$ cat src/rtl/deser_pkg.sv
// Shared definitions for the 1:10 DDR deserializer.
//   state_t   : alignment FSM encoding (HUNT, VERIFY, LOCKED)
//   PAIR_W    : bits captured per fast clock by the input DDR flop
//   WORD_W    : width of one 8b/10b symbol
//   HIST_W    : width of the bit history (two words)
//   K28_5_RDN : comma symbol, running disparity negative, bit 0 first on the line
//   K28_5_RDP : comma symbol, running disparity positive (bitwise complement)
package deser_pkg;

  typedef enum logic [1:0] {
    HUNT   = 2'd0,
    VERIFY = 2'd1,
    LOCKED = 2'd2
  } state_t;

  localparam int PAIR_W = 2;
  localparam int WORD_W = 10;
  localparam int HIST_W = 2 * WORD_W;

  localparam logic [WORD_W-1:0] K28_5_RDN = 10'b0101111100;
  localparam logic [WORD_W-1:0] K28_5_RDP = 10'b1010000011;

endpackage

$ cat src/rtl/comma_detect.sv
// Parallel comma comparators over every 10-bit window of the bit history.
//   hist      : 20-bit history, bit 0 oldest
//   match     : match[k] set when hist[k+9:k] equals COMMA or ~COMMA
//   any_match : at least one window matches
//   first_idx : lowest matching window index (0 when none match)
module comma_detect
  import deser_pkg::*;
#(
  parameter logic [WORD_W-1:0] COMMA = K28_5_RDN
) (
  input  logic [HIST_W-1:0] hist,
  output logic [WORD_W-1:0] match,
  output logic              any_match,
  output logic [3:0]        first_idx
);

  always_comb begin
    match = '0;
    for (int k = 0; k < WORD_W; k++) begin
      // Either disparity of the comma counts as one hit.
      match[k] = (hist[k +: WORD_W] == COMMA) || (hist[k +: WORD_W] == ~COMMA);
    end
  end

  assign any_match = |match;

  always_comb begin
    first_idx = 4'd0;
    // Scan downwards so the lowest matching index wins.
    for (int k = WORD_W - 1; k >= 0; k--) begin
      if (match[k]) first_idx = 4'(k);
    end
  end

endmodule

$ cat src/rtl/deserializer_ddr_1_to_10.sv
// 1:10 DDR deserializer with comma-based word alignment, fast clock domain only.
//   fast_clk_i  : bit-pair clock (line rate / 2)
//   rst         : synchronous active-high reset
//   ddr_i       : captured pair, [0] earlier bit, [1] later bit
//   dat_o       : aligned word, bit 0 first on the line
//   dat_valid_o : one-cycle strobe every 5 clocks, dat_o is new
//   comma_o     : word on dat_o is COMMA or ~COMMA (qualifies dat_valid_o)
//   locked_o    : alignment locked
//   align_off_o : current bit offset 0..9
//   fsm_state   : alignment FSM state, for observation
// Handshake: dat_valid_o is a pure strobe with no back-pressure; the consumer
// must take dat_o/comma_o in the cycle dat_valid_o is high.
module deserializer_ddr_1_to_10
  import deser_pkg::*;
#(
  parameter bit                INVERT       = 1'b1,
  parameter logic [WORD_W-1:0] COMMA        = K28_5_RDN,
  parameter int                LOCK_CNT     = 4,
  parameter int                COMMA_WINDOW = 32
) (
  input  logic              fast_clk_i,
  input  logic              rst,
  input  logic [PAIR_W-1:0] ddr_i,
  output logic [WORD_W-1:0] dat_o,
  output logic              dat_valid_o,
  output logic              comma_o,
  output logic              locked_o,
  output logic [3:0]        align_off_o,
  output logic [1:0]        fsm_state
);

  localparam logic [3:0] HITS_LAST = 4'(LOCK_CNT - 1);
  localparam logic [3:0] HITS_MAX  = 4'(LOCK_CNT);
  localparam logic [7:0] MISS_LAST = 8'(COMMA_WINDOW - 1);
  localparam logic [7:0] MISS_MAX  = 8'(COMMA_WINDOW);

  logic [PAIR_W-1:0] bits;
  logic [HIST_W-1:0] hist;
  logic [2:0]        slot;
  logic              strobe;
  logic [WORD_W-1:0] match;
  logic              any_match;
  logic [3:0]        first_idx;
  logic [WORD_W-1:0] word_sel;

  state_t     state, state_nxt;
  logic [3:0] off, off_nxt;
  logic [3:0] hits, hits_nxt;
  logic [7:0] miss, miss_nxt;

  assign bits = INVERT ? ~ddr_i : ddr_i;

  // Newest pair enters at the top, so hist[0] is the oldest bit.
  always_ff @(posedge fast_clk_i) begin
    if (rst) hist <= '0;
    else     hist <= {bits, hist[HIST_W-1:PAIR_W]};
  end

  always_ff @(posedge fast_clk_i) begin
    if (rst)              slot <= 3'd0;
    else if (slot == 3'd4) slot <= 3'd0;
    else                   slot <= slot + 3'd1;
  end

  assign strobe   = (slot == 3'd4);
  assign word_sel = hist[{1'b0, off} +: WORD_W];

  comma_detect #(
    .COMMA (COMMA)
  ) u_comma_detect (
    .hist      (hist),
    .match     (match),
    .any_match (any_match),
    .first_idx (first_idx)
  );

  always_comb begin
    state_nxt = state;
    off_nxt   = off;
    hits_nxt  = hits;
    miss_nxt  = miss;
    if (strobe) begin
      case (state)
        HUNT: begin
          if (any_match) begin
            off_nxt   = first_idx;
            hits_nxt  = 4'd1;
            miss_nxt  = 8'd0;
            state_nxt = VERIFY;
          end
        end
        VERIFY: begin
          if (match[off]) begin
            miss_nxt = 8'd0;
            if (hits >= HITS_LAST) begin
              hits_nxt  = HITS_MAX;
              state_nxt = LOCKED;
            end else begin
              hits_nxt = hits + 4'd1;
            end
          end else if (miss >= MISS_LAST) begin
            miss_nxt  = MISS_MAX;
            state_nxt = HUNT;
          end else begin
            miss_nxt = miss + 8'd1;
          end
        end
        LOCKED: begin
          if (match[off]) begin
            miss_nxt = 8'd0;
          end else if (miss >= MISS_LAST) begin
            miss_nxt  = MISS_MAX;
            state_nxt = HUNT;
          end else begin
            miss_nxt = miss + 8'd1;
          end
        end
        default: state_nxt = HUNT;
      endcase
    end
  end

  always_ff @(posedge fast_clk_i) begin
    if (rst) begin
      state <= HUNT;
      off   <= 4'd0;
      hits  <= 4'd0;
      miss  <= 8'd0;
    end else begin
      state <= state_nxt;
      off   <= off_nxt;
      hits  <= hits_nxt;
      miss  <= miss_nxt;
    end
  end

  // The word emitted on a strobe uses the offset in force before that strobe.
  always_ff @(posedge fast_clk_i) begin
    if (rst) begin
      dat_o       <= '0;
      dat_valid_o <= 1'b0;
      comma_o     <= 1'b0;
    end else begin
      dat_valid_o <= strobe;
      if (strobe) begin
        dat_o   <= word_sel;
        comma_o <= match[off];
      end
    end
  end

  assign locked_o    = (state == LOCKED);
  assign align_off_o = off;
  assign fsm_state   = state;

endmodule
$ cat config.mk
export PLATFORM = sky130hd
export DESIGN_NAME = deserializer_ddr_1_to_10
export DESIGN_NICKNAME = d
export VERILOG_FILES = /design/src/rtl/deser_pkg.sv /design/src/rtl/comma_detect.sv /design/src/rtl/deserializer_ddr_1_to_10.sv
export SDC_FILE = /design/constraint.sdc
export NUM_CORES = 1
export LEC_CHECK = 0
export CAP_MARGIN = 20
export CORE_MARGIN = 1
export CORE_UTILIZATION = 45
export DETAILED_ROUTE_END_ITERATION = 16
export GPL_TIMING_DRIVEN = 1
export MAX_ROUTING_LAYER = met4
export PLACE_DENSITY = 0.69
export SKIP_LAST_GASP = 1
export SYNTH_ARGS = -nofsm -noshare
export SYNTH_HDL_FRONTEND = slang
export SYNTH_HIERARCHICAL = 1
export SYNTH_SLANG_ARGS = --single-unit
$ cat constraint.sdc
create_clock -name fast_clk_i -period 2.85 [get_ports fast_clk_i]
set_input_delay 0.57 -clock fast_clk_i [delete_from_list [all_inputs] [get_ports fast_clk_i]]
set_output_delay 0.57 -clock fast_clk_i [all_outputs]
set_load 0.03 [all_outputs]
==> reports/results.ini, run 1 <==
[status]
run_status=complete, no violations

[layout]
area_growth_pct=14.0
final_net_count=398
final_design_utilization=0.536
final.fill_count=662
multi_input_combinational_cell_area_mm2=0.00218
seqCellArea_mm2=0.00107
layout-drive-gt1-share=0.189
antenna_cells_inserted=0

[sta]
finalClockSkew_ns=0.00424
drv_slew=0
fmax_ghz=0.369
hold_ws_ns=0.457
share_of_the_clock_period_used_by_the_worst_path_after_layout=0.951
finalWorstPathRequiredPeriod_ns=2.71
setup_viol_count_final=0
relSlewSlack=0.484
final_hold_viol_count=0
final.setup.tns_ns=0
tightest_slew_ns=0.773

[global_routing]
globalRouteOverflowTotal=0
grt_max_degree=36
global_route.usage.total=0.217
number_of_antenna_violations_at_the_first_check_in_global_routing=0
wire_length_of_the_first_global_routing_pass_mm=12.9
grt_pass1_vias=2655

[clock_network]
numClockSinks=53
tritoncts=done
clock_latency_ns=0.31
ctsLongestPathBuffers=2
clock-root-buffer=sky130_fd_sc_hd__clkbuf_8
tritoncts.num_buffers=5
post-cts-setup-buffer-count=0
cts_htree_levels=2
cts.clk_slew.worst_paths_ns=0.10
ctsHoldBuffers=0

[detailed_routing]
routedWlPerCell_um=16.2
dr.first_iter.drc_count=165
detailed_router_iteration_count_before_antenna_repair=4
dr_total_vias=2896
drc=0
drt-total-wl_mm=7.86
drtAntennaViolNets=0
avgViaCountPerCell=5.96

[synth]
postSynthNetCount=364
post-synth-top-area-fraction=0.308
edff_count_synth=0
postSynth.topFlopCell=sky130_fd_sc_hd__dfxtp_1
netlist_top_cells_area=sky130_fd_sc_hd__dfxtp_1, sky130_fd_sc_hd__mux4_1, sky130_fd_sc_hd__mux4_2
yosysSeqAreaShare=0.308
postSynthRegisterBits=53
avg_inst_size_synth_um2=9.79
synth_area_mm2=0.00345
asyncSetResetFlopFracSynth=0
yosys.area.top_type=sky130_fd_sc_hd__dfxtp_1
syn-instance-count=352
synth.lib_cells_used.distinct=68
ys_warn_count=6

[floorplanning]
core_mm2=0.00733
die_h_um=89.5
ioPinCount=23
dieWidth_um=89.5
fp-row-count=31
initial_core_util=0.470
floorplan.die_area_mm2=0.00801

[worst_setup_path]
critPathLaunchType=flip-flop
timing.reg2reg.worst_path_depth=9
worstPathArrival_ns=2.89
required_ns=3.03
worst_r2r_endpoint=miss[0]
path_max_fanout=9
cp_launch_point=hist[12]
critical_path.reg2reg.startpoint=hist[12]
worst-r2r-setup-slack_ns=0.14
crit_type=flip-flop to flip-flop
critPathCaptureType=flip-flop

[place]
dpl.hpwl_mm=5.75
port_buffers=22
finalWeightedCongestion=0.971

[hold_path]
min_delay_path_depth=2
worstHoldPathType=flip-flop to flip-flop
hold_path_end=dat_o[2]
hp-start=dat_o[2]

[run]
drv.max_cap_violation_count=0

[power_and_ir_drop]
p_leak_nw=1.43
ir_worst_vdd_v=0.000211
power.density_mw_per_mm2=321

[synth_stat cells (all sizes together), types with 4 or more instances]
master / number
dfxtp: 53
o41ai: 4
nand4: 8
clkbuf: 10
nor3b: 6
o211ai: 5
nor2: 24
mux2i: 13
or2: 5
inv: 11
nand3b: 4
mux2: 6
nor3: 12
nor4bb: 5
ha: 8
mux4: 19
a21oi: 19
buf: 12
nand2: 31
nand3: 9
nor4: 4
nor2b: 24
[layer usage]
metal / track usage / part of all wire
met5: - / 0
met4: 0.0592 / 0.017
met3: 0.0332 / 0.039
met2: 0.360 / 0.49
met1: 0.275 / 0.46
[layout by cell type, fill, tap and decap left out, types with 6 or more instances in the layout]
master                             n
sky130_fd_sc_hd__inv_1            10
sky130_fd_sc_hd__buf_4            28
sky130_fd_sc_hd__mux4_1            9
sky130_fd_sc_hd__mux2_2            6
sky130_fd_sc_hd__ha_1              8
sky130_fd_sc_hd__nand4_1           8
sky130_fd_sc_hd__nor2_1           24
sky130_fd_sc_hd__clkdlybuf4s50_1  21
sky130_fd_sc_hd__nor2b_1          23
sky130_fd_sc_hd__a21oi_1          19
sky130_fd_sc_hd__nand3_1           9
sky130_fd_sc_hd__mux4_2           10
sky130_fd_sc_hd__nand2_1          31
sky130_fd_sc_hd__dfxtp_1          51
sky130_fd_sc_hd__mux2i_1          13
sky130_fd_sc_hd__nor3_1           11
[cells by family after synthesis]
logic type / share of synthesized area
AND/OR/NAND/NOR: 0.260
AO/OA/AOI/OAI: 0.134
flip-flops: 0.308
multiplexers: 0.191
buffers and inverters: 0.0704
adder cells (fa/ha/maj): 0.0290
XOR/XNOR: 0.00762
[flip-flops by register name, summed over array words and instances, names as in the netlist]
name,count
align_off_o,4
comma_o,1
dat_o,10
dat_valid_o,1
fsm_state,2
hist,20
hits,4
miss,8
slot,3
[layout make-up]
type,instances,share of cell area
Clock inverter,2,0.00382
Timing Repair Buffer,50,0.108
Tap cell,99,0.0315
Inverter,11,0.0105
Clock buffer,6,0.0185
Multi-Input combinational cell,265,0.556
Sequential cell,53,0.271
[worst max path at each step]
| stage | endpoint | slack (ns) | cells after the start |
|---|---|---|---|
| after CTS | miss[0] | 0.06 | 9 |
| after floorplan | miss[0] | 0.24 | 10 |
| after global placement | miss[2] | 0.11 | 9 |
| after detailed placement | miss[0] | 0.01 | 9 |
| final | miss[0] | 0.14 | 9 |
| after global routing | hits[2] | -0.01 | 11 |
[critical path, stage by stage, from the launching register on]
cell and delay [ns]:
sky130_fd_sc_hd__dfxtp_4 0.40, sky130_fd_sc_hd__or3b_1 0.41, sky130_fd_sc_hd__or4_4 0.54, sky130_fd_sc_hd__o41ai_4 0.08, sky130_fd_sc_hd__or4_4 0.20, sky130_fd_sc_hd__nand3b_1 0.15, sky130_fd_sc_hd__nor2b_2 0.08, sky130_fd_sc_hd__or3_4 0.37
sky130_fd_sc_hd__a41oi_4 0.26, sky130_fd_sc_hd__nor3_1 0.09
[metrics by stage]
| step | setup slack (ns) | power, mW | cell area [um2] | cells |
|---|---|---|---|---|
| after global placement | 0.107 | 0.840 | 3790 | 478 |
| after detailed placement | 0.0120 | 0.843 | 3790 | 478 |
| after global routing | -0.00992 | 1.31 | 3930 | 486 |
| after CTS | 0.0566 | 1.27 | 3880 | 486 |
| final | 0.140 | 1.26 | 3930 | 486 |
| after floorplan | 0.238 | 0.823 | 3450 | 352 |
[report_power, final]
part | switching, mW | internal (mW)
clock network | 0.263 | 0.174
logic | 0.0380 | 0.0282
registers | 0.00975 | 0.749
total | 0.311 | 0.951
[what timing repair did]
item | in CTS | in global routing
endpoints found under the setup margin | 1 | 10
pin swaps | 0 | 0
resized for setup | 1 | 9
Power figures use the tool's default switching activity.
==> run 2: changes to the inputs <==
--- a/config.mk
+++ b/config.mk
@@ -12,6 +12,7 @@
 export GPL_TIMING_DRIVEN = 1
 export MAX_ROUTING_LAYER = met4
 export PLACE_DENSITY = 0.69
+export REMOVE_ABC_BUFFERS = 1
 export SKIP_LAST_GASP = 1
 export SYNTH_ARGS = -nofsm -noshare
 export SYNTH_HDL_FRONTEND = slang
==> run 2 against run 1 <==
Effect of this change: design area up 0.96%; clock power up 14%; highest routed layer unchanged; die area unchanged; critical endpoint is now fsm_state[1].
==> reports/results.ini, run 2 (synthesis results as in run 1) <==
[status]
run_status=complete, no violations

[layout]
antenna_cells_inserted=0
layout_top_registers=hist (20), dat_o (10), miss (8)
area_growth_pct=15.1
layout_common_cells=sky130_fd_sc_hd__dfxtp_1, sky130_fd_sc_hd__nand2_1, sky130_fd_sc_hd__buf_4
final_net_count=399
layout-drive-gt1-share=0.204
registers.top_by_ff_count=hist
largest_register_ff_count=20
fin_area_mm2=0.00397
most_common_cell_after_layout_fill_and_taps_aside=sky130_fd_sc_hd__dfxtp_1

[sta]
drv_slew=0
tightest_slew_ns=0.836
share_of_the_clock_period_used_by_the_worst_path_after_layout=0.949
relSlewSlack=0.442
fmax_ghz=0.370
setup_slack_ns=0.146
finalWorstPathRequiredPeriod_ns=2.70
finalClockSkew_ns=0.0139
setup_viol_count_final=0
hold_ws_ns=0.455
final_hold_viol_count=0

[place]
placement_stage_cell_area_mm2=0.00380
port_buffers=22
finalWeightedCongestion=0.896
pre_cts_ws_ns=0.0973
dpl.hpwl_mm=5.43

[global_routing]
global_route.usage.total=0.212
grt_pass1_vias=2576
globalRouteOverflowTotal=0
wire_length_of_the_first_global_routing_pass_mm=12.6
number_of_antenna_violations_at_the_first_check_in_global_routing=0
grt_max_degree=37

[hold_path]
hp-start=dat_o[6]
worstHoldPathType=flip-flop to flip-flop
min_delay_path_depth=2
hold_path_end=dat_o[6]

[clock_network]
clock_latency_ns=0.31
tritoncts=done
tritoncts.num_buffers=5
ctsHoldBuffers=0
cts_htree_levels=2
post-cts-setup-buffer-count=0
clock-root-buffer=sky130_fd_sc_hd__clkbuf_8
cts_resized=0
cts.clk_slew.worst_paths_ns=0.10
ctsLongestPathBuffers=2
numClockSinks=53

[worst_setup_path]
worst_r2r_endpoint=fsm_state[1]
worstPathArrival_ns=2.93
path_max_fanout=5
crit_type=flip-flop to flip-flop
critPathCaptureType=flip-flop
critPathLaunchType=flip-flop
required_ns=3.08
timing.reg2reg.worst_path_depth=10
critical_path.reg2reg.startpoint=hist[12]
worst-r2r-setup-slack_ns=0.15

[floorplanning]
core_mm2=0.00733
dieWidth_um=89.5
die_h_um=89.5
fp-row-count=31
ioPinCount=23
initial_core_util=0.470
floorplan.die_area_mm2=0.00801

[detailed_routing]
dr.first_iter.drc_count=346
detailed_router_iteration_count_before_antenna_repair=5
avgViaCountPerCell=5.85
routedWlPerCell_um=16.0
drc=0
drt-total-wl_mm=7.76
dr_total_vias=2845
drtAntennaViolNets=0

[power_and_ir_drop]
p_leak_nw=1.46
ir_worst_vdd_v=0.000187
power.density_mw_per_mm2=335
power_consumption_mw=1.33

[run]
drv.max_cap_violation_count=0

run 2: changes by cell type in the layout (fill, tap and decap cells not counted), sizes merged:
cell / before / now
buf: 29 / 30
clkinv: 0 / 1
clkinvlp: 2 / 0
bufinv: 0 / 1
clkbuf: 6 / 5
run 2: critical path: stages (launching register included):
cell and delay, ns:
sky130_fd_sc_hd__dfxtp_2 0.37, sky130_fd_sc_hd__or3b_1 0.40, sky130_fd_sc_hd__or4_4 0.54, sky130_fd_sc_hd__o41ai_4 0.08, sky130_fd_sc_hd__or4_4 0.19, sky130_fd_sc_hd__nand3b_1 0.17, sky130_fd_sc_hd__nor2b_2 0.09, sky130_fd_sc_hd__or3_4 0.37
sky130_fd_sc_hd__nor3b_1 0.19, sky130_fd_sc_hd__o2bb2ai_1 0.08, sky130_fd_sc_hd__a21oi_1 0.14
run 2: stage by stage:
step,util,instances,setup TNS [ns]
after global routing,0.541,486,-0.212
after global placement,0.519,479,0
final,0.541,486,0
after detailed placement,0.519,479,0
after CTS,0.533,486,0
after floorplan,-,329,0
run 2: worst max-delay path by stage:
stage	to	from	cells after the start	slack [ns]
after floorplan	fsm_state[1]	hist[12]	10	0.25
after global placement	miss[2]	hist[12]	9	0.15
after detailed placement	miss[1]	hist[12]	9	0.1
after CTS	miss[1]	hist[12]	9	0.09
after global routing	hits[2]	hist[11]	11	-0.05
final	fsm_state[1]	hist[12]	10	0.15
run 2: area by class of cell:
class | instances | area, um2
Clock buffer | 5 | 68.8
Fill cell | 649 | 3360
Inverter | 11 | 41.3
Timing Repair Buffer | 51 | 433
Clock inverter | 2 | 35.0
Sequential cell | 53 | 1070
Tap cell | 99 | 124
Multi-Input combinational cell | 265 | 2200
run 2: metal layers:
| metal | up-vias | part of all wire | GRT usage |
|---|---|---|---|
| met4 | 0 | 0.019 | 0.0678 |
| li1 | 1401 | - | - |
| met1 | 1360 | 0.48 | 0.290 |
| met3 | 12 | 0.042 | 0.0249 |
| met2 | 72 | 0.46 | 0.328 |
| met5 | - | 0 | - |
run 2: report_power, final:
part           internal, mW  switching (mW)
logic                0.0299          0.0393
registers             0.750         0.00895
clock network         0.256           0.243
total                  1.04           0.291
==> run 3: changes to the inputs <==
--- a/config.mk
+++ b/config.mk
@@ -5,13 +5,16 @@
 export SDC_FILE = /design/constraint.sdc
 export NUM_CORES = 1
 export LEC_CHECK = 0
+export ABC_AREA = 1
 export CAP_MARGIN = 20
+export CELL_PAD_IN_SITES_DETAIL_PLACEMENT = 1
+export CELL_PAD_IN_SITES_GLOBAL_PLACEMENT = 2
 export CORE_MARGIN = 1
-export CORE_UTILIZATION = 45
+export CORE_UTILIZATION = 32
 export DETAILED_ROUTE_END_ITERATION = 16
 export GPL_TIMING_DRIVEN = 1
 export MAX_ROUTING_LAYER = met4
-export PLACE_DENSITY = 0.69
+export PLACE_DENSITY = 0.85
 export REMOVE_ABC_BUFFERS = 1
 export SKIP_LAST_GASP = 1
 export SYNTH_ARGS = -nofsm -noshare
==> run 3 against run 2 <==
Effect of this change: power shrank 4.2%; wire length grew 34%; area after synthesis is essentially flat; sequential share of layout area up 0.53 points; count of clock-buffer cells in the layout is 1 higher; via count is 24% higher; largest cell class unchanged.
==> reports/results.ini, run 3 <==
[floorplanning]
die_h_um=106
initial_core_util=0.332
fp-row-count=37
core_mm2=0.0104
floorplan.die_area_mm2=0.0112
ioPinCount=23
dieWidth_um=106

[clock_network]
tritoncts.num_buffers=5
ctsLongestPathBuffers=2
numClockSinks=53
cts_htree_levels=2
clock-root-buffer=sky130_fd_sc_hd__clkbuf_8
clock_latency_ns=0.32
ctsHoldBuffers=0
tritoncts=done
post-cts-setup-buffer-count=0
cts_resized=0
cts.clk_slew.worst_paths_ns=0.11

[global_routing]
globalRouteOverflowTotal=0
grt_max_degree=29
grt_pass1_vias=3516
wire_length_of_the_first_global_routing_pass_mm=17.4
number_of_antenna_violations_at_the_first_check_in_global_routing=0
global_route.usage.total=0.201

[detailed_routing]
drt-total-wl_mm=10.4
routedWlPerCell_um=14.6
dr_total_vias=3520
drc=0
dr.first_iter.drc_count=136
drtAntennaViolNets=0
avgViaCountPerCell=4.95
detailed_router_iteration_count_before_antenna_repair=4

[worst_setup_path]
cp_launch_point=hist[12]
crit_type=flip-flop to flip-flop
critPathLaunchType=flip-flop
path_max_fanout=10
critical_path.reg2reg.startpoint=hist[12]
required_ns=3.10
critPathCaptureType=flip-flop
worstPathArrival_ns=2.69

[sta]
setup_viol_count_final=0
tightest_slew_ns=0.697
hold_ws_ns=0.446
finalClockSkew_ns=0.0134
relSlewSlack=0.535
drv_slew=0
rsz_0062_raised_after_global_routing=no
final_hold_viol_count=0
fmax_ghz=0.409
final.setup.tns_ns=0
finalWorstPathRequiredPeriod_ns=2.44
share_of_the_clock_period_used_by_the_worst_path_after_layout=0.857

[place]
dpl.hpwl_mm=8.12
port_buffers=22
finalWeightedCongestion=0.888
placement_stage_cell_area_mm2=0.00378

[synth]
postSynth.topFlopCell=sky130_fd_sc_hd__dfxtp_1
synth_commonest_cells=sky130_fd_sc_hd__nand2_1, sky130_fd_sc_hd__nor2_1, sky130_fd_sc_hd__inv_1, sky130_fd_sc_hd__dfxtp_1, sky130_fd_sc_hd__nand3_1
synth_area_mm2=0.00345
yosys.area_share.xor_xnor=0.00763
synth.area.mux_share=0.0116
synth_most_common_cell=sky130_fd_sc_hd__nand2_1
synth-simple-area-share=0.394
syn-instance-count=557
post-synth-top-area-fraction=0.308
post_synth_adder_cell_area=0.0290
fraction_of_the_mapped_netlist_area_in_compound_gates=0.134
yosys.area.top_type=sky130_fd_sc_hd__dfxtp_1
yosysSeqAreaShare=0.308
avg_inst_size_synth_um2=6.19
netlist_top_cells_area=sky130_fd_sc_hd__dfxtp_1, sky130_fd_sc_hd__nand2_1, sky130_fd_sc_hd__nor2_1
synth.lib_cells_used.distinct=41
ys_warn_count=6
postSynthRegisterBits=53
asyncSetResetFlopFracSynth=0
dominant_combinational_cell_family_by_area_after_synthesis=simple AND/OR/NAND/NOR gates
edff_count_synth=0

[power_and_ir_drop]
ir_worst_vdd_v=0.000158
p_leak_nw=1.61
power.density_mw_per_mm2=329

[layout]
multi_input_combinational_cell_area_mm2=0.00199
final.fill_count=1431
layout_top_registers=hist (20), dat_o (10), miss (8)
area_growth_pct=12.2
largest_register_ff_count=20
seqCellArea_mm2=0.00106
most_common_cell_after_layout_fill_and_taps_aside=sky130_fd_sc_hd__nand2_1
registers.top_by_ff_count=hist
antenna_cells_inserted=0
fin_area_mm2=0.00387
final_net_count=586
layout_common_cells=sky130_fd_sc_hd__nand2_1, sky130_fd_sc_hd__nor2_1, sky130_fd_sc_hd__inv_1
layout-drive-gt1-share=0.0957

[status]
run_status=complete, no violations

[hold_path]
worstHoldPathType=flip-flop to flip-flop
hp-start=hits[3]

[run]
drv.max_cap_violation_count=0

## run 3: final timing paths
kind / slack, ns / cells past startpoint / endpoint
worst max-delay path: 0.41 / 15 / miss[2]
worst max register to register: 0.41 / 15 / miss[2]
worst min register to register: 0.45 / 2 / hits[3]
worst min-delay path: 0.45 / 2 / hits[3]
## run 3: logic make-up after synthesis
family / count (synthesis)
flops: 53
compound gates: 82
xor+xnor: 3
mux: 4
buf+inv: 99
fa+ha+maj: 8
simple gates: 308
## run 3: critical path, cell delays in order (launching register included)
cell and delay, ns:
sky130_fd_sc_hd__dfxtp_1 0.60, sky130_fd_sc_hd__inv_2 0.11, sky130_fd_sc_hd__nor2_1 0.17, sky130_fd_sc_hd__nand2_1 0.08, sky130_fd_sc_hd__nor2_2 0.16, sky130_fd_sc_hd__nor2_4 0.06
sky130_fd_sc_hd__nand2_2 0.08, sky130_fd_sc_hd__nor2_4 0.04, sky130_fd_sc_hd__nand3_1 0.06, sky130_fd_sc_hd__inv_1 0.08, sky130_fd_sc_hd__a21oi_4 0.25, sky130_fd_sc_hd__nand2_2 0.19
sky130_fd_sc_hd__inv_1 0.15, sky130_fd_sc_hd__nand2_1 0.08, sky130_fd_sc_hd__xor2_1 0.14, sky130_fd_sc_hd__nor2_1 0.12
## run 3: metal layers
metal | global-route usage | share of wire
met1 | 0.256 | 0.48
met2 | 0.338 | 0.47
met3 | 0.0272 | 0.033
met4 | 0.0456 | 0.010
met5 | - | 0
## run 3: area by class of cell
class,instances,share of cell area
Multi-Input combinational cell,405,0.514
Clock buffer,6,0.0188
Inverter,83,0.0806
Timing Repair Buffer,26,0.0647
Clock inverter,2,0.00356
Sequential cell,53,0.274
Tap cell,136,0.0440
## run 3: stage by stage
step	util	power, mW	setup WS, ns	instances
finish	0.373	1.27	0.407	711
CTS	0.373	1.29	0.392	711
floorplan	-	0.811	0.635	541
global placement	0.365	0.839	0.459	703
global route	0.373	1.32	0.116	711
detailed placement	0.365	0.843	0.450	703
## run 3: power breakdown
part | leakage [nW] | total (mW) | internal, mW | switching (mW)
Combinational | 1.13 | 0.0645 | 0.0194 | 0.0452
Clock | 0.0456 | 0.447 | 0.176 | 0.271
Sequential | 0.429 | 0.760 | 0.750 | 0.0102
Total | 1.61 | 1.27 | 0.945 | 0.326
